==> src/rtl/pu_riscv_dbg_unit.sv <==
// CPU-side debug unit: debug-bus slave holding control, hit-cause, breakpoint and
// stopped-PC registers, with GPR access through the register-file side port.
module pu_riscv_dbg_unit #(
  parameter int XLEN = 64,
  parameter int PLEN = 64,
  parameter int NBP  = 2
) (
  input  logic            rstn,
  input  logic            clk,
  input  logic            dbg_stall_i,
  input  logic            dbg_strb_i,
  input  logic            dbg_we_i,
  input  logic [PLEN-1:0] dbg_addr_i,
  input  logic [XLEN-1:0] dbg_dati_i,
  output logic [XLEN-1:0] dbg_dato_o,
  output logic            dbg_ack_o,
  output logic            dbg_bp_o,
  input  logic            pipe_valid_i,
  input  logic [PLEN-1:0] pipe_pc_i,
  input  logic [PLEN-1:0] pipe_npc_i,
  input  logic            pipe_ebreak_i,
  output logic            du_stall_o,
  output logic            du_rf_re_o,
  output logic            du_rf_we_o,
  output logic [4:0]      du_rf_addr_o,
  output logic [XLEN-1:0] du_rf_dat_o,
  input  logic [XLEN-1:0] rf_dat_i
);

  localparam logic [15:0] ADR_CTRL = 16'h0000;
  localparam logic [15:0] ADR_HIT  = 16'h0001;
  localparam logic [15:0] ADR_BP   = 16'h0010;
  localparam logic [15:0] ADR_NPC  = 16'h0100;

  typedef enum logic [1:0] {IDLE, RFRD, ACK, RELEASE} state_t;
  state_t state;

  logic [1:0]      ctrl;
  logic            hit_step, hit_ebrk;
  logic [NBP-1:0]  hit_bp, bp_en, bp_match;
  logic [PLEN-1:0] bp_adr [NBP];
  logic [PLEN-1:0] npc;
  logic            bp_hold, stall_q, step_arm;

  logic [15:0]     adr;
  logic            unused_addr;
  logic            is_gpr, wr, wr_hit;
  logic            stall_base, run, ebrk_hit, step_hit, any_hit;
  logic [XLEN-1:0] rd_dat;

  assign adr         = dbg_addr_i[15:0];
  assign unused_addr = ^dbg_addr_i[PLEN-1:16];
  assign is_gpr      = (adr[15:5] == 11'h080);
  assign wr          = (state == IDLE) & dbg_strb_i & dbg_we_i;
  assign wr_hit      = wr & (adr == ADR_HIT);

  // Hits are only detected while the pipeline is free to run, so a held
  // instruction cannot re-trigger while the controller takes over.
  assign stall_base = dbg_stall_i | bp_hold;
  assign run        = pipe_valid_i & ~stall_base;
  assign ebrk_hit   = ctrl[1] & pipe_ebreak_i & run;
  assign step_hit   = ctrl[0] & (step_arm | (stall_q & ~dbg_stall_i)) & run;
  assign any_hit    = (|bp_match) | ebrk_hit | step_hit;
  assign du_stall_o = stall_base | any_hit;

  always_comb begin
    bp_match = '0;
    for (int n = 0; n < NBP; n++)
      bp_match[n] = bp_en[n] & run & (pipe_pc_i == bp_adr[n]);
  end

  always_comb begin
    rd_dat = '0;
    if (adr == ADR_CTRL) begin
      rd_dat[1:0] = ctrl;
    end else if (adr == ADR_HIT) begin
      rd_dat[0] = hit_step;
      rd_dat[1] = hit_ebrk;
      for (int n = 0; n < NBP; n++) rd_dat[4+n] = hit_bp[n];
    end else if (adr == ADR_NPC) begin
      rd_dat = XLEN'(npc);
    end else begin
      for (int n = 0; n < NBP; n++) begin
        if (adr == ADR_BP + 16'(2*n))   rd_dat = XLEN'(bp_en[n]);
        if (adr == ADR_BP + 16'(2*n+1)) rd_dat = XLEN'(bp_adr[n]);
      end
    end
  end

  always_ff @(posedge clk or negedge rstn) begin
    if (!rstn) begin
      ctrl     <= '0;
      hit_step <= 1'b0;
      hit_ebrk <= 1'b0;
      hit_bp   <= '0;
      bp_en    <= '0;
      for (int n = 0; n < NBP; n++) bp_adr[n] <= '0;
      npc      <= '0;
      bp_hold  <= 1'b0;
      stall_q  <= 1'b0;
      step_arm <= 1'b0;
      dbg_bp_o <= 1'b0;
    end else begin
      if (wr && adr == ADR_CTRL) ctrl <= dbg_dati_i[1:0];
      // A new hit wins over a simultaneous write-1-to-clear of the same bit.
      hit_step <= step_hit | (hit_step & ~(wr_hit & dbg_dati_i[0]));
      hit_ebrk <= ebrk_hit | (hit_ebrk & ~(wr_hit & dbg_dati_i[1]));
      for (int n = 0; n < NBP; n++) begin
        hit_bp[n] <= bp_match[n] | (hit_bp[n] & ~(wr_hit & dbg_dati_i[4+n]));
        if (wr && adr == ADR_BP + 16'(2*n))   bp_en[n]  <= dbg_dati_i[0];
        if (wr && adr == ADR_BP + 16'(2*n+1)) bp_adr[n] <= PLEN'(dbg_dati_i);
      end
      if ((|bp_match) || ebrk_hit) npc <= pipe_pc_i;
      else if (step_hit)           npc <= pipe_npc_i;
      bp_hold  <= any_hit | (bp_hold & ~dbg_stall_i);
      stall_q  <= dbg_stall_i;
      step_arm <= ctrl[0] & (step_arm | (stall_q & ~dbg_stall_i)) & ~step_hit;
      dbg_bp_o <= any_hit;
    end
  end

  always_ff @(posedge clk or negedge rstn) begin
    if (!rstn) begin
      state        <= IDLE;
      dbg_ack_o    <= 1'b0;
      dbg_dato_o   <= '0;
      du_rf_re_o   <= 1'b0;
      du_rf_we_o   <= 1'b0;
      du_rf_addr_o <= '0;
      du_rf_dat_o  <= '0;
    end else begin
      case (state)
        IDLE: if (dbg_strb_i) begin
          if (is_gpr && dbg_stall_i && !dbg_we_i) begin
            state        <= RFRD;
            du_rf_re_o   <= 1'b1;
            du_rf_addr_o <= adr[4:0];
          end else begin
            state      <= ACK;
            dbg_ack_o  <= 1'b1;
            dbg_dato_o <= dbg_we_i ? '0 : rd_dat;
            if (is_gpr && dbg_we_i && dbg_stall_i && adr[4:0] != 5'd0) begin
              du_rf_we_o   <= 1'b1;
              du_rf_addr_o <= adr[4:0];
              du_rf_dat_o  <= dbg_dati_i;
            end
          end
        end
        RFRD: begin
          state      <= ACK;
          du_rf_re_o <= 1'b0;
          dbg_ack_o  <= 1'b1;
          dbg_dato_o <= rf_dat_i;
        end
        ACK: begin
          state      <= RELEASE;
          dbg_ack_o  <= 1'b0;
          du_rf_we_o <= 1'b0;
          dbg_dato_o <= '0;
        end
        RELEASE: if (!dbg_strb_i) state <= IDLE;
        default: state <= IDLE;
      endcase
    end
  end

endmodule

==> config.mk <==
export PLATFORM = sky130hd
export DESIGN_NAME = pu_riscv_dbg_unit
export DESIGN_NICKNAME = d
export VERILOG_FILES = /design/src/rtl/pu_riscv_dbg_unit.sv
export SDC_FILE = /design/constraint.sdc
export NUM_CORES = 1
export LEC_CHECK = 0
export BUFFER_PORTS_ARGS = -buffer_cell sky130_fd_sc_hd__buf_4
export CORE_UTILIZATION = 52
export CTS_CLUSTER_DIAMETER = 30
export CTS_CLUSTER_SIZE = 30
export DETAILED_ROUTE_END_ITERATION = 16
export GPL_TIMING_DRIVEN = 0
export HOLD_SLACK_MARGIN = 0.15
export PLACE_DENSITY = 0.9
export SYNTH_ARGS = -nofsm -noshare
export SYNTH_HDL_FRONTEND = slang
export SYNTH_SLANG_ARGS = --single-unit
==> constraint.sdc <==
create_clock -name clk -period 3.3 [get_ports clk]
set_input_delay 0 -clock clk [delete_from_list [all_inputs] [get_ports clk]]
set_output_delay 0 -clock clk [all_outputs]
set_load 0.03 [all_outputs]
==> flow_metrics.py <==
metrics = {
    "clock_network": {
        "clockRootBuffer": "clkbuf_16",
        "numCtsBuffers": 73,
        "htree_levels": 3,
        "clk_path_buf_depth": 3,
        "clk_transition_reported_paths_ns": 0.05,
        "cts_tree": "yes",
        "cts_sinks": 342,
        "clkLatencyLatePin_ns": 0.58,
    },
    "final_layout": {
        "final_common_cell": "buf_4",
        "fillCellCount": 1617,
        "drive_gt1_share_pct": 33.9,
        "nNetsFinal": 2656,
        "mostFrequentLayoutCells": "buf_4 (421), dfrtp_1 (342), dlygate4sd3_1 (279), mux2_2 (220), nand2_1 (180)",
        "area_growth_pct": 53.5,
        "stdcell_count": 2830,
        "stdcell_area_um2": 26100,
    },
    "timing": {
        "fin_ws_ns": -0.0369,
        "worst_pin_slew_ns": 1.36,
        "final.period_utilization_pct": 101,
        "timing.setup.tns_ns": -0.0416,
        "drv_slew": 0,
        "fmax_mhz": 300,
        "slew_headroom_pct": 9.42,
        "timing.hold.ws_ns": 0.121,
        "setup_viol": 4,
        "fin_skew_ns": 0.0291,
        "hold_viol_final": 0,
        "fin_crit_ns": 3.34,
    },
    "floorplan": {
        "coreArea_um2": 31900,
        "die_area_um2": 33500,
        "rows": 65,
        "die_w_um": 183,
        "ioPinCount": 465,
        "start_util_pct": 53.4,
        "die_h_um": 183,
    },
    "setup_path": {
        "reg2reg_setup_slack_ns": -0.04,
        "cp_common_cell": "buf_2",
        "crit_type": "register to register",
        "max_stage_delay_ns": 0.74,
        "worst_ep_required_time_ns": 3.74,
        "cpMaxStageDelayCell": "nor2_1",
        "cp-end-kind": "register",
        "cp_cell_sequence": "inv_1, ha_1, clkbuf_2, and3_1, nand2_1, nor2_1, buf_2, buf_2, mux2_2",
        "worstPathArrival_ns": 3.78,
        "path_max_fanout": 10,
        "critPathLaunchType": "register",
    },
    "synth": {
        "synthAdderAreaFrac_pct": 0.294,
        "synth_top_family_by_area": "multiplexers",
        "yosys_warnings": 0,
        "syn_inst": 1555,
        "synthArstFlopShare_pct": 100,
        "synth_edf_count": 0,
        "synthMuxAreaShare_pct": 22.1,
        "ys_seq_elements": 342,
        "synth_simple_gate_area_share_pct": 11.7,
        "synthDistinctLibCells": 51,
        "synth_compound_area_share_pct": 7.72,
        "synthesis.nets": 1886,
        "syn-cell-area_um2": 17000,
        "synth_flop_cell": "dfrtp_1",
        "synth_area_per_cell_um2": 10.9,
        "ys_seq_area_share_pct": 50.3,
        "yosys.area_share.xor_xnor_pct": 4.99,
    },
    "global_routing": {
        "grt_pass1_wl_um": 121000,
        "grt_max_degree": 120,
        "antenna_found_initial": 10,
        "grt_pass1_vias": 19500,
        "grt_overflow": 0,
        "track_usage_pct": 49.5,
    },
    "placement": {
        "post_dp_cell_area_um2": 20700,
        "place_congestion": 0.960,
        "pre_cts_ws_ns": -0.272,
        "dp_cells": 2406,
        "port_buffers": 414,
        "hpwl_um": 46400,
    },
    "drt": {
        "vias": 18100,
        "wl_um": 81900,
        "drt-wirelength-per-cell_um": 28.9,
        "drt-pass1-iter-count": 6,
        "initialDrtViolationCount": 2088,
        "drt-vias-per-instance": 6.38,
        "drc": 0,
        "drt.antenna.violating_nets": 0,
    },
    "worst_hold_path": {
        "hold_path.class": "primary input to async pin",
    },
    "status": {
        "status": "finished with violations",
        "violations": "setup timing",
    },
    "pwr": {
        "ir_drop_uv": 483,
        "leakagePower_nw": 13.3,
        "power_density_nw_per_um2": 598,
    },
    "run": {
        "maxCapViolCount": 0,
    },
}
-- final cells by class --
class | instances | area, um^2 | area share, %
Clock inverter | 38 | 435 | 1.67
Tap cell | 435 | 544 | 2.08
Inverter | 25 | 93.8 | 0.359
Buffer | 89 | 407 | 1.56
Timing Repair Buffer | 696 | 5970 | 22.9
Antenna cell | 11 | 27.5 | 0.105
Multi-Input combinational cell | 1098 | 8050 | 30.8
Sequential cell | 342 | 8560 | 32.8
Clock buffer | 96 | 2040 | 7.80
-- path summary, 6_finish.rpt --
path | end | from | depth (start not counted)
hold reg to reg | du_rf_we_o | du_rf_we_o | 1
setup / recovery | bp_adr[4] | state[1] | 9
min in group clk | stall_q | dbg_stall_i | 2
max in group asynchronous | dbg_dato_o[38] | rstn | 3
hold / removal | du_rf_dat_o[9] | rstn | 2
setup reg to reg | bp_adr[4] | state[1] | 9
-- metal layers --
layer  vias to the layer above  global-route usage, %  routed length [um]
met5                         -                  0.296                  73
met4                         6                   39.0                7300
met3                       608                   16.2                9750
met2                      1732                   78.1               37700
met1                      8684                   55.4               27100
li1                       7035                      -                   -
-- cell families (layout without fill, tap and decap cells) --
| group | Yosys count | in the layout |
|---|---|---|
| AND/OR/NAND/NOR | 418 | 418 |
| XOR/XNOR | 97 | 97 |
| flip-flops | 342 | 342 |
| other | 0 | 11 |
| multiplexers | 340 | 340 |
| AO/OA/AOI/OAI | 239 | 239 |
| buffers and inverters | 115 | 944 |
| adder cells (fa/ha/maj) | 4 | 4 |
-- through the flow --
step,power (mW),util [%]
6_report,15.6,82.0
5_1_grt,15.9,81.9
4_1_cts,15.1,81.7
3_5_place_dp,7.48,65.1
3_3_place_gp,7.39,64.9
2_1_floorplan,6.05,-
-- power breakdown --
group / internal (mW) / switching, mW
Sequential: 4.46 / 0.216
Clock: 4.92 / 2.67
Combinational: 1.13 / 2.22
-- worst max-delay path, delay by kind of cell (launching register included) --
kind                       cells  cell delay [ns]
adders and majority gates      1             0.19
buffers and inverters          4             1.11
DFF                            1             0.42
muxes                          1             0.38
and+or+nand+nor                3             1.12
-- sequential cells by signal (all words and copies together), names as in the netlist --
signal and count:
npc 64, dbg_bp_o 1, bp_adr 128, step_arm 1, du_rf_re_o 1, ctrl 2, bp_en 2, du_rf_we_o 1
du_rf_dat_o 64, hit_ebrk 1, hit_bp 2, state 2, stall_q 1, dbg_ack_o 1, bp_hold 1, hit_step 1
du_rf_addr_o 5, dbg_dato_o 64
-- Yosys cell counts (all sizes together) (2+ instances only) --
master | instances | area [um^2]
dfrtp | 342 | 8560
mux2 | 245 | 2800
nand2 | 181 | 679
a21oi | 128 | 641
mux2i | 94 | 941
nor2 | 75 | 282
o21ai | 75 | 375
and3 | 62 | 388
xnor2 | 59 | 517
buf | 45 | 234
clkbuf | 45 | 169
xor2 | 38 | 333
nand2b | 26 | 163
inv | 25 | 93.8
nand4 | 19 | 119
nor4 | 17 | 106
nor2b | 12 | 75.1
nand3 | 9 | 45.0
nor3 | 9 | 66.3
o2111ai | 7 | 61.3
o22ai | 7 | 43.8
a221oi | 5 | 43.8
ha | 4 | 50.1
a2111o | 3 | 33.8
o221ai | 3 | 26.3
nand3b | 2 | 15.0
-- timing repair --
item	in CTS	in global routing
hold endpoints to repair	450	0
hold buffers	279	0
endpoints found under the setup margin	61	124
pin swaps	1	1
gates resized for setup	6	14
setup buffers	1	0
No activity file was read; power rests on OpenSTA's default activity.
